$ cat config.mk
export PLATFORM = sky130hd
export DESIGN_NAME = display
export DESIGN_NICKNAME = d
export VERILOG_FILES = /design/src/rtl/display.sv
export SDC_FILE = /design/constraint.sdc
export NUM_CORES = 1
export LEC_CHECK = 0
export ABC_AREA = 1
export CAP_MARGIN = 20
export CORE_MARGIN = 5
export CORE_UTILIZATION = 33
export DETAILED_ROUTE_END_ITERATION = 12
export GPL_ROUTABILITY_DRIVEN = 0
export HOLD_SLACK_MARGIN = 0.08
export MAX_ROUTING_LAYER = met4
export PLACE_DENSITY = 0.52
export REMOVE_ABC_BUFFERS = 1
export SLEW_MARGIN = 20
export SYNTH_ARGS = -nofsm -noshare
export SYNTH_HDL_FRONTEND = slang
export SYNTH_SLANG_ARGS = --single-unit
$ cat constraint.sdc
create_clock -name clk -period 4 [get_ports clk]
set_input_delay 0.6 -clock clk [delete_from_list [all_inputs] [get_ports clk]]
set_output_delay 0.6 -clock clk [all_outputs]
set_load 0.01 [all_outputs]
$ cat src/rtl/display.sv
// display: byte FIFO fed from a shared 16-bit bus, drained by a UART-style
// serial transmitter (start, 8 data bits LSB first, optional parity, stop).
// Optional feature macro: DISPLAY_PARITY_EN adds an even-parity bit per frame.
module display #(
    parameter int CLKS_PER_BIT = 4,
    parameter int DEPTH        = 8
) (
    input  logic                     clk,
    input  logic                     rst,
    input  logic [15:0]              in,
    input  logic                     dsp_in_en,
    input  logic                     ovf_clr,
    output logic                     tx,
    output logic                     busy,
    output logic                     full,
    output logic                     empty,
    output logic [$clog2(DEPTH):0]   count,
    output logic                     overflow
);

    localparam int AW = $clog2(DEPTH);
    localparam int CW = AW + 1;
    localparam int BW = $clog2(CLKS_PER_BIT);

    typedef enum logic [2:0] {
        IDLE,
        START,
        DATA,
`ifdef DISPLAY_PARITY_EN
        PARITY,
`endif
        STOP
    } state_t;

    logic [7:0]    mem [DEPTH];
    logic [AW-1:0] wr_ptr, rd_ptr;
    logic [7:0]    head;

    state_t        state;
    logic [BW-1:0] baud;
    logic [2:0]    bit_idx;
    logic [7:0]    shift;
`ifdef DISPLAY_PARITY_EN
    logic          par;
`endif

    logic baud_last, pop, push, drop;

    // Upper bus byte belongs to other consumers of the shared bus.
    logic unused_hi;
    assign unused_hi = ^in[15:8];

    assign full      = (count == CW'(DEPTH));
    assign empty     = (count == '0);
    assign head      = mem[rd_ptr];
    assign baud_last = (baud == BW'(CLKS_PER_BIT - 1));

    // The transmitter takes a byte either from idle or at the final stop cycle,
    // so back-to-back frames leave no idle gap. Pops use registered occupancy,
    // so a freshly written byte is never bypassed the same cycle.
    assign pop  = !empty && ((state == IDLE) || (state == STOP && baud_last));
    assign push = dsp_in_en && (!full || pop);
    assign drop = dsp_in_en && full && !pop;

    // FIFO storage; no reset needed since pointers/count qualify its contents.
    always_ff @(posedge clk) begin
        if (push) mem[wr_ptr] <= in[7:0];
    end

    // FIFO pointers, occupancy and sticky overflow (a new drop beats a clear).
    always_ff @(posedge clk or posedge rst) begin
        if (rst) begin
            wr_ptr   <= '0;
            rd_ptr   <= '0;
            count    <= '0;
            overflow <= 1'b0;
        end else begin
            if (push) wr_ptr <= wr_ptr + AW'(1);
            if (pop)  rd_ptr <= rd_ptr + AW'(1);
            count <= count + CW'(push) - CW'(pop);
            if (drop)         overflow <= 1'b1;
            else if (ovf_clr) overflow <= 1'b0;
        end
    end

    // Transmit FSM with registered tx/busy; baud counter restarts on every state entry.
    always_ff @(posedge clk or posedge rst) begin
        if (rst) begin
            state   <= IDLE;
            tx      <= 1'b1;
            busy    <= 1'b0;
            baud    <= '0;
            bit_idx <= '0;
            shift   <= '0;
`ifdef DISPLAY_PARITY_EN
            par     <= 1'b0;
`endif
        end else begin
            case (state)
                IDLE: begin
                    if (pop) begin
                        shift <= head;
`ifdef DISPLAY_PARITY_EN
                        par   <= ^head;
`endif
                        state <= START;
                        tx    <= 1'b0;
                        busy  <= 1'b1;
                        baud  <= '0;
                    end
                end
                START: begin
                    if (baud_last) begin
                        state   <= DATA;
                        baud    <= '0;
                        bit_idx <= '0;
                        tx      <= shift[0];
                    end else begin
                        baud <= baud + BW'(1);
                    end
                end
                DATA: begin
                    if (baud_last) begin
                        baud  <= '0;
                        shift <= shift >> 1;
                        if (bit_idx == 3'd7) begin
`ifdef DISPLAY_PARITY_EN
                            state <= PARITY;
                            tx    <= par;
`else
                            state <= STOP;
                            tx    <= 1'b1;
`endif
                        end else begin
                            bit_idx <= bit_idx + 3'd1;
                            tx      <= shift[1];
                        end
                    end else begin
                        baud <= baud + BW'(1);
                    end
                end
`ifdef DISPLAY_PARITY_EN
                PARITY: begin
                    if (baud_last) begin
                        state <= STOP;
                        baud  <= '0;
                        tx    <= 1'b1;
                    end else begin
                        baud <= baud + BW'(1);
                    end
                end
`endif
                STOP: begin
                    if (baud_last) begin
                        baud <= '0;
                        if (pop) begin
                            shift <= head;
`ifdef DISPLAY_PARITY_EN
                            par   <= ^head;
`endif
                            state <= START;
                            tx    <= 1'b0;
                        end else begin
                            state <= IDLE;
                            tx    <= 1'b1;
                            busy  <= 1'b0;
                        end
                    end else begin
                        baud <= baud + BW'(1);
                    end
                end
                default: begin
                    state <= IDLE;
                    tx    <= 1'b1;
                    busy  <= 1'b0;
                    baud  <= '0;
                end
            endcase
        end
    end

endmodule
; After elaboration in Yosys (flattened, before gate mapping)
; Memories as Yosys holds them, arrays and structs flattened.
; Index checks and enable logic that the tools add are counted.
; Widths: inputs -> output; s select.
[totals]
out_inout_bits = 9
reg_bits = 29
in_bits = 20
wordCells = 86
memories = 1
ram_bits = 64
[mem_list]
columns = memory, depth, word_bits, rd, rd_clocked_by_memory_dff, wr, line
row1 = mem, 8, 8, 1, 0, 1, 35  ; logic [7:0] mem [DEPTH];
[classes]
n_addsub = 6
mux = 33
n_bitwise = 1
reduce_logical = 22
n_eq_ne = 13
[op_table]
columns = op, count
row1 = $mux 3, 8
row2 = $mux 8, 3
row3 = $pmux 8 s3, 1
row4 = $mux 1, 14
row5 = $ne 2x2->1 const B, 7
row6 = $pmux 3 s4, 1
row7 = $reduce_and 4->1, 3
row8 = $add 3x1->3 const B, 3
row9 = $eq 3x2->1 const B, 2
row10 = $pmux 3 s2, 1
row11 = $logic_and 1x1->1, 5
row12 = $reduce_and 5->1, 1
row13 = $add 4x1->4, 1
row14 = $eq 4x4->1 const B, 1
row15 = $logic_not 4->1, 1
row16 = $mux 2, 2
row17 = $pmux 1 s4, 1
row18 = $pmux 2 s2, 1
row19 = $reduce_bool 2->1, 2
row20 = $sub 4x1->4, 1
row21 = $eq 3x1->1 const B, 1
row22 = $eq 3x3->1 const B, 1
row23 = $logic_not 1->1, 3
row24 = $logic_not 3->1, 1
row25 = other kinds (9), 10

; Longest topological paths before layout
[depth]
word_depth = 8
ltp_mapped = 14
depth_no_buf = 14

; Least setup slack after synthesis
; Ideal clock, no wire load.
[synth_timing]
path_kind = register to register
from = register state[0]
to = register count[2]
t_arrival_ps = 1882
setup_time_ps = 123
t_required_ps = 3877
path_stages_with_launch = 13
synth_period_minus_slack_ps = 2005
path_buffers = 0
setup_slack_ps = 1995
path_cell_list = dfrtp_1 inv_1 ha_1 inv_2 nand2_2 nand2_4 nor2_1 inv_1 nand2_1 ha_1 inv_1 fa_1 xnor2_1
[synth_between]
elab_chain_len = 8
elab_cells_between_ends = 9
cone_classes = 2 x add/sub / 1 x eq/ne / 6 x reduce/logical
[synth_lines]
columns = item, line
row1 = start: declaration, 39  ; state_t state;
row2 = start signal: assignment, 89  ; state <= IDLE;
row3 = start signal: assignment, 106  ; state <= START;
row4 = start signal: assignment, 114  ; state <= DATA;
row5 = $eq 3x2->1, 61  ; assign pop = !empty && ((state == IDLE) || (state == STOP && baud_last));
row6 = $logic_and 1x1->1, 61
row7 = $logic_or 1x1->1 *, 61
row8 = $logic_and 1x1->1 *, 61
row9 = $logic_or 1x1->1, 62  ; assign push = dsp_in_en && (!full || pop);
row10 = $logic_and 1x1->1, 62
row11 = $add 4x1->4, 80  ; count <= count + CW'(push) - CW'(pop);
row12 = $sub 4x1->4 *, 80
row13 = end signal: assignment, 80
row14 = end: declaration, 17  ; output logic [$clog2(DEPTH):0] count,
; Mark *: on every way between the ends. The rest lies on a longest branch, timed or not.
; A chain may end at the register's enable or synchronous reset.

; Worst setup path after layout
[layout_timing]
from = register state[1]
to = memory mem[5][0] (enable)
[layout_between]
elab_chain_len = 8
elab_cells_between_ends = 9
cone_classes = 1 x eq/ne / 2 x mux / 6 x reduce/logical
[layout_lines]
columns = item, line
row1 = $eq 3x2->1, 61
row2 = $logic_and 1x1->1, 61
row3 = $logic_or 1x1->1 *, 61
row4 = $logic_and 1x1->1 *, 61
row5 = $logic_or 1x1->1 *, 62
row6 = $logic_and 1x1->1 *, 62
row7 = $mux 1 *, 67  ; if (push) mem[wr_ptr] <= in[7:0];
row8 = $mux 1 (not written as such) *, 67
row9 = end: declaration, 35
; Marked as above.

==> impl_metrics.json <==
{
  "status": "complete, no violations",
  "dieArea_sq_um": 14800,
  "rows": 40,
  "rr_endpoint": "mem[5][0]",
  "area.growth.synth_to_final_pct": 16.1,
  "min_period_ps": 2500,
  "synth-seq-cells": 92,
  "routedWlPerCell_um": 14.1,
  "layout_common_cells": "edfxtp_1 (64), nor2_1 (57), nand2_1 (53)",
  "post_cts_buffers": 0,
  "path_cells": "inv_1, ha_1, inv_2, nand2_2, nand2_4, nand2_2, nand2_2, inv_2, nand2_1, nor2_1",
  "port_buffers": 20,
  "drive_gt1_frac": 0.0938,
  "synth_top_cell_by_area": "edfxtp_1",
  "pre_cts_ws_ps": 1400,
  "overflow": 0,
  "r2r_start": "state[1]",
  "drtIter0Drc": 131,
  "busiest_layer": "met2",
  "maxCapViolCount": 0,
  "slowest_stage": "nor2_1",
  "fillers": 1181,
  "whs_endpoint": "shift[7]",
  "grt_pass1_wl_um": 13200,
  "nNetsFinal": 437,
  "antenna_found_initial": 0,
  "cts_max_path_buffers": 2,
  "coreArea_sq_um": 12100,
  "io_pins": 29,
  "cts_hold_buf": 0,
  "drtPass1Iterations": 4,
  "pwr-share-comb": 0.387,
  "fin_skew_ps": 5.03,
  "peakVddDrop_mv": 0.305,
  "crit_path_end_kind": "register",
  "grt_pass1_vias": 2564,
  "synthCells": 380,
  "hp-start": "shift[7]",
  "timing.fmax_ghz": 0.400,
  "worst_setup_path_start_kind": "register",
  "setup_violations": 0,
  "netSwitchingPower_w": 0.00140,
  "grt_use_total": 0.123,
  "critPathRequiredTime_ps": 3960,
  "grt_max_degree": 35,
  "min_path_cells": 2,
  "multi_input_area_sq_um": 1290,
  "setup_tns_ps": 0,
  "internal_power_w": 0.00230,
  "drc": 0,
  "worstRegToRegCells": 10,
  "clk_pin_slew_ps": 70,
  "n_antenna_cell": 0,
  "swShare": 0.379,
  "crit_top_cell": "nand2_2",
  "cts_tree": "done",
  "power_frac_clock": 0.228,
  "synth_edf_count": 64,
  "use_met3": 0.0297,
  "postSynthAreaPerCell_sq_um": 10.9,
  "synthFlopType": "edfxtp_1",
  "worstPathMaxFanout": 8,
  "yosysSeqAreaShare": 0.636,
  "start_util": 0.341,
  "timing.final.crit_share": 0.625,
  "synth_cell_types": 34,
  "rsz0062_at_grt": "false",
  "slew_violations": 0,
  "cts_made_buffers": 9,
  "ff2ff_setup_slack_ps": 1500,
  "cts_resized": 0,
  "vias_per_cell": 4.50,
  "worst_slack_ps": 1500,
  "clock_sinks": 92,
  "hold_path.class": "reg -> reg",
  "postRouteWirelength_um": 8070,
  "synthTopCellsByArea": "edfxtp_1 (47%), dfrtp_1 (16%), nor2_1 (5.2%)",
  "yosys_warnings": 0,
  "relSlewSlack": 0.360,
  "final_common_cell": "edfxtp_1",
  "synth_top_area_frac": 0.466,
  "critPathMaxStageDelay_ps": 740,
  "ys_async_sr_fraction": 0.304,
  "use_met2": 0.208,
  "die_w_um": 122,
  "syn_area_sq_um": 4130,
  "htreeDepth": 3,
  "hpwlAfterDp_um": 5060,
  "p_per_area_nw_per_um2": 772,
  "worst_pin_slew_ps": 956,
  "register_area_sq_um": 2620,
  "path_class": "reg -> reg",
  "hold_viol_final": 0,
  "clkLatencyLatePin_ps": 340,
  "p_leak_nw": 1.88,
  "grt_util_met1": 0.143,
  "cts-root-buf": "clkbuf_16",
  "via_count": 2581,
  "arrival_ps": 2460,
  "p_seq_frac": 0.384,
  "drt.antenna.violating_nets": 0,
  "dieHeight_um": 122
}
[area by class of cell]
class	count	area share
clock buffer	9	0.0470
clock inverter	6	0.0144
sequential	92	0.548
multi-input combinational	235	0.269
tap	168	0.0439
inverter	41	0.0321
timing repair buffer	22	0.0465
[worst max path at each step]
stage	startpoint	end	slack, ps
6_report	state[1]	mem[5][0]	1500
5_1_grt	state[1]	mem[5][0]	1300
4_1_cts	state[1]	mem[5][0]	1420
3_5_place_dp	dsp_in_en	mem[5][3]	1400
3_3_place_gp	dsp_in_en	mem[5][3]	1410
2_1_floorplan	state[0]	count[2]	2000
[worst max-delay path: cells and delay by family (launching register included)]
kind | cells | cell delay [ps]
simple gates | 6 | 1150
buf+inv | 3 | 290
flops | 1 | 410
fa+ha+maj | 1 | 260
[cells by family (layout without fill, tap and decap cells)]
group	Yosys count	in the layout	share of synthesized area
flip-flops	92	92	0.636
buffers and inverters	53	78	0.0522
AND/OR/NAND/NOR	151	151	0.162
XOR/XNOR	4	4	0.00849
AO/OA/AOI/OAI	64	64	0.0910
adder cells (fa/ha/maj)	16	16	0.0503
[per-layer routing]
layer / up-vias / part of all wire / routed length (um)
li1: 1334 / - / -
met1: 1205 / 0.44 / 3590
met2: 33 / 0.50 / 4070
met3: 9 / 0.037 / 302
met4: 0 / 0.013 / 108
met5: - / 0 / 0
[stage by stage]
stage	power (W)	hold WS (ps)	util	instance area (sq um)	instances
final	0.00370	492	0.396	4790	573
after global routing	0.00405	526	0.396	4790	573
after CTS	0.00374	496	0.394	4780	572
after detailed placement	0.00289	479	0.370	4480	557
after global placement	0.00286	467	0.370	4480	557
after floorplan	0.00243	449	-	4070	368
[registers in the layout (all words and copies together), names as in the netlist]
register / flops
mem: 64
shift: 8
count: 4
bit_idx: 3
rd_ptr: 3
wr_ptr: 3
baud: 2
state: 2
busy: 1
overflow: 1
tx: 1
[power by group through the flow]
stage | Sequential [W] | Combinational, W | Clock, W
after global placement | 0.00146 | 0.00140 | 0
after floorplan | 0.00146 | 0.000975 | 0
after CTS | 0.00145 | 0.00143 | 0.000866
after global routing | 0.00145 | 0.00168 | 0.000917
after detailed placement | 0.00147 | 0.00142 | 0
final | 0.00142 | 0.00143 | 0.000845
[synthesized netlist by cell type (9+ instances only)]
library cell and number:
nand2_1 53, nand3_1 23, a21oi_1 9, nor2_1 57
ha_1 15, dfrtp_1 27, o211ai_1 14, edfxtp_1 64
o21ai_0 32, inv_1 34
Power figures use the tool's default switching activity.
